==> src/rtl/uart_tx_scheduler.sv <==
// uart_tx_scheduler
//   Shares one UART_TX between NUM_REQ byte sources with round-robin
//   arbitration. For each grant it latches the requester's byte and the parity
//   configuration, strobes DATA_VALID for one cycle, and follows TX_BUSY to
//   decide when the frame is over. The requester is then acknowledged. If
//   TX_BUSY never rises, the acknowledge comes with ERR after a timeout.
//
// Ports
//   CLK, RST      system clock (rising edge), async active-low reset
//   REQ           per-requester level request, held until its ACK
//   REQ_DATA      flattened bytes, requester i at [i*DATA_WIDTH +: DATA_WIDTH]
//   CFG_PAR_EN    parity enable, sampled at grant
//   CFG_PAR_TYP   parity type, sampled at grant
//   TX_BUSY       busy output of UART_TX
//   P_DATA        latched byte to UART_TX
//   DATA_VALID    one-cycle start strobe to UART_TX
//   PAR_EN        latched parity enable
//   PAR_TYP       latched parity type
//   ACK           one-hot, one-cycle completion pulse
//   ERR           one-cycle timeout flag, coincident with ACK
//   GRANT_ID      current or last granted requester
//   SCHED_BUSY    high whenever the FSM is not in IDLE
//
// state     | meaning
// ----------+----------------------------------------------------------
// IDLE      | waiting for a request while the transmitter is free
// ISSUE     | DATA_VALID strobe cycle; timeout counter cleared
// WAIT_BUSY | waiting for TX_BUSY to rise, timeout counter running
// WAIT_DONE | frame in progress; a falling TX_BUSY ends the frame
module uart_tx_scheduler #(
  parameter int NUM_REQ      = 4,
  parameter int DATA_WIDTH   = 8,
  parameter int BUSY_TIMEOUT = 16,
  localparam int IDW = (NUM_REQ > 1) ? $clog2(NUM_REQ) : 1,
  localparam int CW  = (BUSY_TIMEOUT > 1) ? $clog2(BUSY_TIMEOUT) : 1
) (
  input  logic                          CLK,
  input  logic                          RST,
  input  logic [NUM_REQ-1:0]            REQ,
  input  logic [NUM_REQ*DATA_WIDTH-1:0] REQ_DATA,
  input  logic                          CFG_PAR_EN,
  input  logic                          CFG_PAR_TYP,
  input  logic                          TX_BUSY,
  output logic [DATA_WIDTH-1:0]         P_DATA,
  output logic                          DATA_VALID,
  output logic                          PAR_EN,
  output logic                          PAR_TYP,
  output logic [NUM_REQ-1:0]            ACK,
  output logic                          ERR,
  output logic [IDW-1:0]                GRANT_ID,
  output logic                          SCHED_BUSY
);

  typedef enum logic [1:0] {IDLE, ISSUE, WAIT_BUSY, WAIT_DONE} state_t;

  localparam logic [IDW:0]  NREQ_W   = (IDW+1)'(NUM_REQ);
  localparam logic [CW-1:0] CNT_LAST = CW'(BUSY_TIMEOUT - 1);

  state_t                  state;
  logic [IDW-1:0]          last;
  logic [CW-1:0]           cnt;
  logic [CW-1:0]           cnt_next;
  logic                    pick_found;
  logic [IDW-1:0]          pick_idx;
  logic [IDW:0]            rr_sum;
  logic [IDW-1:0]          rr_idx;
  logic [DATA_WIDTH-1:0]   pick_data;
  logic [NUM_REQ-1:0]      ack_mask;

  assign cnt_next = cnt + 1'b1;

  // Round-robin search starting just after the last served requester.
  // last < NUM_REQ and k <= NUM_REQ, so a single subtraction handles wrap.
  always_comb begin
    pick_found = 1'b0;
    pick_idx   = '0;
    rr_sum     = '0;
    rr_idx     = '0;
    for (int k = 1; k <= NUM_REQ; k++) begin
      rr_sum = {1'b0, last} + (IDW+1)'(k);
      if (rr_sum >= NREQ_W) rr_sum = rr_sum - NREQ_W;
      rr_idx = rr_sum[IDW-1:0];
      if (!pick_found && REQ[rr_idx]) begin
        pick_found = 1'b1;
        pick_idx   = rr_idx;
      end
    end
  end

  always_comb begin
    pick_data = '0;
    for (int k = 0; k < NUM_REQ; k++) begin
      if (pick_idx == IDW'(k)) pick_data = REQ_DATA[k*DATA_WIDTH +: DATA_WIDTH];
    end
  end

  always_comb begin
    ack_mask = '0;
    for (int k = 0; k < NUM_REQ; k++) begin
      ack_mask[k] = (GRANT_ID == IDW'(k));
    end
  end

  always_ff @(posedge CLK or negedge RST) begin
    if (!RST) begin
      state      <= IDLE;
      last       <= IDW'(NUM_REQ - 1);
      cnt        <= '0;
      P_DATA     <= '0;
      DATA_VALID <= 1'b0;
      PAR_EN     <= 1'b0;
      PAR_TYP    <= 1'b0;
      ACK        <= '0;
      ERR        <= 1'b0;
      GRANT_ID   <= '0;
      SCHED_BUSY <= 1'b0;
    end else begin
      DATA_VALID <= 1'b0;
      ACK        <= '0;
      ERR        <= 1'b0;
      case (state)
        IDLE: begin
          // The ACK cycle itself is spent in IDLE without arbitrating: the
          // acknowledged requester may still show its stale REQ here.
          if (ACK == '0 && pick_found && !TX_BUSY) begin
            state      <= ISSUE;
            GRANT_ID   <= pick_idx;
            P_DATA     <= pick_data;
            PAR_EN     <= CFG_PAR_EN;
            PAR_TYP    <= CFG_PAR_TYP;
            DATA_VALID <= 1'b1;
            SCHED_BUSY <= 1'b1;
          end
        end
        ISSUE: begin
          cnt   <= '0;
          state <= WAIT_BUSY;
        end
        WAIT_BUSY: begin
          if (TX_BUSY) begin
            state <= WAIT_DONE;
          end else begin
            cnt <= cnt_next;
            if (cnt_next == CNT_LAST) begin
              ACK        <= ack_mask;
              ERR        <= 1'b1;
              last       <= GRANT_ID;
              state      <= IDLE;
              SCHED_BUSY <= 1'b0;
            end
          end
        end
        WAIT_DONE: begin
          if (!TX_BUSY) begin
            ACK        <= ack_mask;
            last       <= GRANT_ID;
            state      <= IDLE;
            SCHED_BUSY <= 1'b0;
          end
        end
        default: begin
          state      <= IDLE;
          SCHED_BUSY <= 1'b0;
        end
      endcase
    end
  end

endmodule

==> config.mk <==
export PLATFORM = sky130hd
export DESIGN_NAME = uart_tx_scheduler
export DESIGN_NICKNAME = d
export VERILOG_FILES = /design/src/rtl/uart_tx_scheduler.sv
export SDC_FILE = /design/constraint.sdc
export NUM_CORES = 1
export LEC_CHECK = 0
export CORE_ASPECT_RATIO = 0.7
export CORE_UTILIZATION = 44
export CTS_CLUSTER_DIAMETER = 80
export DETAILED_ROUTE_END_ITERATION = 6
export GPL_TIMING_DRIVEN = 0
export PLACE_DENSITY = 0.76
export SETUP_SLACK_MARGIN = 0.02
export SYNTH_ARGS = -nofsm -noshare
export SYNTH_HDL_FRONTEND = slang
export SYNTH_SLANG_ARGS = --single-unit
==> constraint.sdc <==
create_clock -name CLK -period 2.24 [get_ports CLK]
set_input_delay 0.224 -clock CLK [delete_from_list [all_inputs] [get_ports CLK]]
set_output_delay 0.224 -clock CLK [all_outputs]
set_load 0.05 [all_outputs]
; Word-level counts from Yosys, hierarchy flattened
; Index checks and enable logic that the tools add are counted.
[totals]
inputBits = 41
wordCells = 113
regBits = 27
[classes]
add_sub_neg = 9
muxes = 49
eq_ne = 15
n_lt_le_gt_ge = 8
n_reduce_logical = 21
[op_table]
columns = op, n
row1 = $mux 8, 4
row2 = $mux 2, 15
row3 = $mux 1, 17
row4 = $mux 4, 4
row5 = $pmux 4 s2, 2
row6 = $eq 2x2->1 const B, 6
row7 = $ge 3x3->1 const B, 4
row8 = $lt 2x3->1 const B, 4
row9 = $bmux 1 s2, 4
row10 = $ne 2x2->1 const B, 4
row11 = $pmux 2 s4, 1
row12 = $sub 2x1->2 const B, 4
row13 = $add 2x2->3 const B, 2
row14 = $eq 2x1->1 const B, 3
row15 = $logic_not 2->1, 3
row16 = $logic_and 1x1->1, 5
row17 = $reduce_and 5->1, 1
row18 = $add 4x1->4 const B, 1
row19 = $eq 4x4->1 const B, 1
row20 = $logic_not 1->1, 4
row21 = $logic_not 4->1, 1
row22 = $pmux 2 s2, 1
row23 = $reduce_and 2->1, 2
row24 = $reduce_and 4->1, 1
row25 = 7 further kinds, 8

; Longest topological paths before layout
[depth]
word_depth = 20
ltp_mapped = 8

; Worst setup path before layout
; OpenSTA, ideal clock, no wires.
[synth_path]
path_kind = register -> register
from = register ACK[1]
to = register SCHED_BUSY
arrival_time_ps = 1685
required_time_ps = 2110
synth_period_minus_slack_ps = 1815
path_slack_ps = 425
setup_ps = 130
path_stages_with_launch = 6
path_buffers = 0
path_cell_list = dfrtp_1 > nor4_1 > nand2_1 > a211oi_1 > mux2i_1 > o21ai_0
[synth_between]
elab_chain_len = 5
[synth_rtl]
columns = element, line
row1 = start: declaration, 48  ; output logic [NUM_REQ-1:0] ACK,
row2 = start signal: assignment, 145  ; ACK <= ack_mask;
row3 = start signal: assignment, 155  ; ACK <= ack_mask;
row4 = $logic_not 4->1, 125  ; if (ACK == '0 && pick_found && !TX_BUSY) begin
row5 = $logic_and 1x1->1 (2 in series), 125
row6 = $ne 2x2->1 (no line), n/a
row7 = $reduce_and 5->1 (no line), n/a
row8 = end signal: assignment, 116  ; SCHED_BUSY <= 1'b0;
row9 = end signal: assignment, 132  ; SCHED_BUSY <= 1'b1;
row10 = end signal: assignment, 149  ; SCHED_BUSY <= 1'b0;
row11 = end: declaration, 51  ; output logic SCHED_BUSY
; No other way between the ends.
; A chain may end at the register's enable or synchronous reset.

; Worst setup path in the final report
[layout_path]
from = register last[1]
to = register P_DATA[7]
[layout_between]
elab_chain_len = 20
[layout_rtl]
columns = element, line
row1 = start: declaration, 60  ; logic [IDW-1:0] last;
row2 = start signal: assignment, 107  ; last <= IDW'(NUM_REQ - 1);
row3 = $add 2x1->3, 80  ; rr_sum = {1'b0, last} + (IDW+1)'(k);
row4 = $ge 3x3->1 or $sub 2x1->2 (tied branches), 81  ; if (rr_sum >= NREQ_W) rr_sum = rr_sum - NREQ_W;
row5 = $mux 2, 81
row6 = $bmux 1 s2, 83  ; if (!pick_found && REQ[rr_idx]) begin
row7 = $mux 1 (not written as such), 83
row8 = $mux 1, 83
row9 = $logic_not 1->1, 83
row10 = $logic_and 1x1->1, 83
row11 = $mux 1, 83
row12 = $logic_not 1->1, 83
row13 = $logic_and 1x1->1, 83
row14 = $mux 1, 83
row15 = $logic_not 1->1, 83
row16 = $logic_and 1x1->1, 83
row17 = $mux 2, 83
row18 = $logic_not 2->1, 93  ; if (pick_idx == IDW'(k)) pick_data = REQ_DATA[k*DATA_WIDTH +: DATA_WIDTH];
row19 = $mux 8 (4 in series), 93
row20 = end signal: assignment, 128  ; P_DATA <= pick_data;
row21 = end: declaration, 44  ; output logic [DATA_WIDTH-1:0] P_DATA,
; Several ways; a longest one is shown, not always the timed one. The select of a mux whose other input is x is not followed.

==> results.cfg <==
[die]
core_area_um2 = 3540
die_w_um = 74.8
die_h_um = 52.9
start_util = 0.461
rows = 18
die_area_um2 = 3960
num_io_pins = 60

[finish]
layout_commonest_cell = clkdlybuf4s50_1
drive_above_1_share = 0.0699
fin_area_um2 = 2330
mostFrequentLayoutCells = clkdlybuf4s50_1, nand2_1, dfrtp_1, mux2i_1, inv_1
area_growth_pct = 43.2
layout.nets = 278
n_antenna_cell = 0

[sta]
fin_crit_sh = 0.882
hold_violations = 0
setup_viol = 0
slew_viol_final = 0
period_minus_slack_ns = 1.97
tightest_slew_ns = 0.595
rsz0062_at_grt = no
fin_worst_skew_ns = 0.00702
tns_ns = 0
slew_headroom = 0.603
max_freq_mhz = 506

[status]
violations = DRC
outcome = finished with violations

[clock_network]
clock_path_buffers = 2
holdBufCountCts = 0
cts_sinks = 27
tritoncts.num_buffers = 3
h-tree-depth = 1
clk_latency_ns = 0.27
root_buffer = clkbuf_8
cts_tree = done
ctsResizeCount = 0
post-cts-setup-buffers = 0
path_clk_slew_ns = 0.09

[worst_hold_path]
hold_start = CFG_PAR_EN
hold_class = input port to flop

[power_and_ir_drop]
ir_worst_vdd_uv = 844
power_leakage_nw = 1.04
powerDensity_nw_per_um2 = 1190

[grt]
grt_util_all_layers = 0.231
grt_pass1_vias = 1403
grt_max_degree = 28
grt_pass1_wl_mm = 6.74
grt_overflow_total = 0
antenna_found_initial = 0

[synthesis]
synth_cells = 165
syn_area_um2 = 1630
synth_edf_count = 0
synth_ff_type = dfrtp_1
ys_types = 43
ys_seq_area_frac = 0.416
postSynth.asyncResetShare = 1.00
syn-num-nets = 213
post_synth.cell_area_avg_um2 = 9.88
ys_seq_elements = 27
yosys_warnings = 0

[drt]
dr.max_layer_used = met4
vias = 1508
wirelength_mm = 4.32
via_per_inst = 5.41
dr.pass1.iters = 6
routed-wl-met2_mm = 2.17
drt-met1-wl_mm = 1.97
dr.first_iter.drc_count = 55
routed-wl-met3_um = 183
drc = 1
wl_per_cell_um = 15.5
ant_nets = 0

[setup_path]
crit_fanout = 8
r2r-start = last[1]$_DFFE_PN1P_
worstSetupPathType = flop to flop
critPathLaunchType = flop
cp_data_arrival_time_ns = 2.11
cp-end-kind = flop
crit_path_start = last[1]$_DFFE_PN1P_
worst-endpoint-required_ns = 2.38

[run]
cap_violations = 0

[placed_design]
post_dp_cell_area_um2 = 2280
io_buffers = 59
hpwl_mm = 3.57
place.gp.congestion = 0.887
[cells in the mapped netlist, types with 2 or more instances]
master,count,share of area
nand2_1,28,0.064
dfrtp_1,25,0.38
mux2i_1,17,0.10
inv_1,10,0.023
o21ai_0,9,0.028
a21oi_1,8,0.025
ha_1,7,0.054
o221ai_1,7,0.038
nor2_1,6,0.014
nand2b_1,5,0.019
clkbuf_1,3,0.0069
a211oi_1,2,0.0092
and3b_1,2,0.011
dfstp_2,2,0.032
mux2_1,2,0.014
nor4_1,2,0.0077
nor4b_1,2,0.011
o21a_1,2,0.0092
xnor2_1,2,0.011
[worst paths after layout]
kind	endpoint	slack (ns)	depth (start not counted)
hold reg to reg	PAR_EN$_DFFE_PN0P_	0.50	2
hold / removal	PAR_EN$_DFFE_PN0P_	0.48	3
setup / recovery	P_DATA[7]$_DFFE_PN0P_	0.27	5
max in group asynchronous	ERR$_DFF_PN0_	1.37	2
setup reg to reg	P_DATA[7]$_DFFE_PN0P_	0.27	5
min in group asynchronous	ACK[2]$_DFF_PN0_	0.49	2
[sequential cells by signal (all words and copies together) (netlist names)]
| signal | cells |
|---|---|
| SCHED_BUSY | 1 |
| GRANT_ID | 2 |
| last | 2 |
| P_DATA | 8 |
| ERR | 1 |
| PAR_TYP | 1 |
| cnt | 4 |
| DATA_VALID | 1 |
| state | 2 |
| ACK | 4 |
| PAR_EN | 1 |
[critical path, stage by stage (launching register included)]
cell	delay (ns)
dfstp_2	0.57
mux2_2	0.34
a22oi_1	0.26
o21ai_0	0.21
nand2_1	0.31
o221ai_1	0.16
[area by class of cell]
class,count,area [µm²]
timing repair buffer,60,596
multi-input combinational,121,868
clock inverter,1,5.00
clock buffer,3,41.3
fill,319,1200
tap,50,62.6
buffer,6,42.5
inverter,11,41.3
sequential,27,678
[power breakdown]
| part | total, mW | switching [mW] | internal [mW] | leakage [nW] |
|---|---|---|---|---|
| registers | 0.850 | 0.171 | 0.679 | 0.341 |
| logic | 1.67 | 1.01 | 0.652 | 0.675 |
| clock network | 0.272 | 0.147 | 0.125 | 0.0255 |
[metrics by stage]
step           total power [mW]  instances  utilization  setup slack, ns  hold slack, ns
2_1_floorplan              1.97        165            -            0.425         -0.0716
3_5_place_dp               2.52        274        0.646           0.0727           0.469
5_1_grt                    2.97        279        0.660           0.0929           0.484
3_3_place_gp               2.45        274        0.646            0.177           0.463
4_1_cts                    2.80        278        0.659            0.274           0.473
6_report                   2.79        279        0.660            0.265           0.481
[kinds of logic (layout without fill, tap and decap cells)]
logic type	after synthesis	count (layout)	synth area share
buffers and inverters	17	81	0.0514
muxes	20	20	0.125
xor gates and xnor gates	2	2	0.0107
DFF	27	27	0.416
adders and majority gates	7	7	0.0537
AOI/OAI and AO/OA	41	41	0.180
and+or+nand+nor	51	51	0.163
[per-layer routing]
metal | vias to the layer above | GRT usage
li1 | 721 | -
met1 | 743 | 0.308
met2 | 42 | 0.405
met3 | 2 | 0.0400
met4 | 0 | 0.0220
met5 | - | 0
No activity file was read; power rests on OpenSTA's default activity.
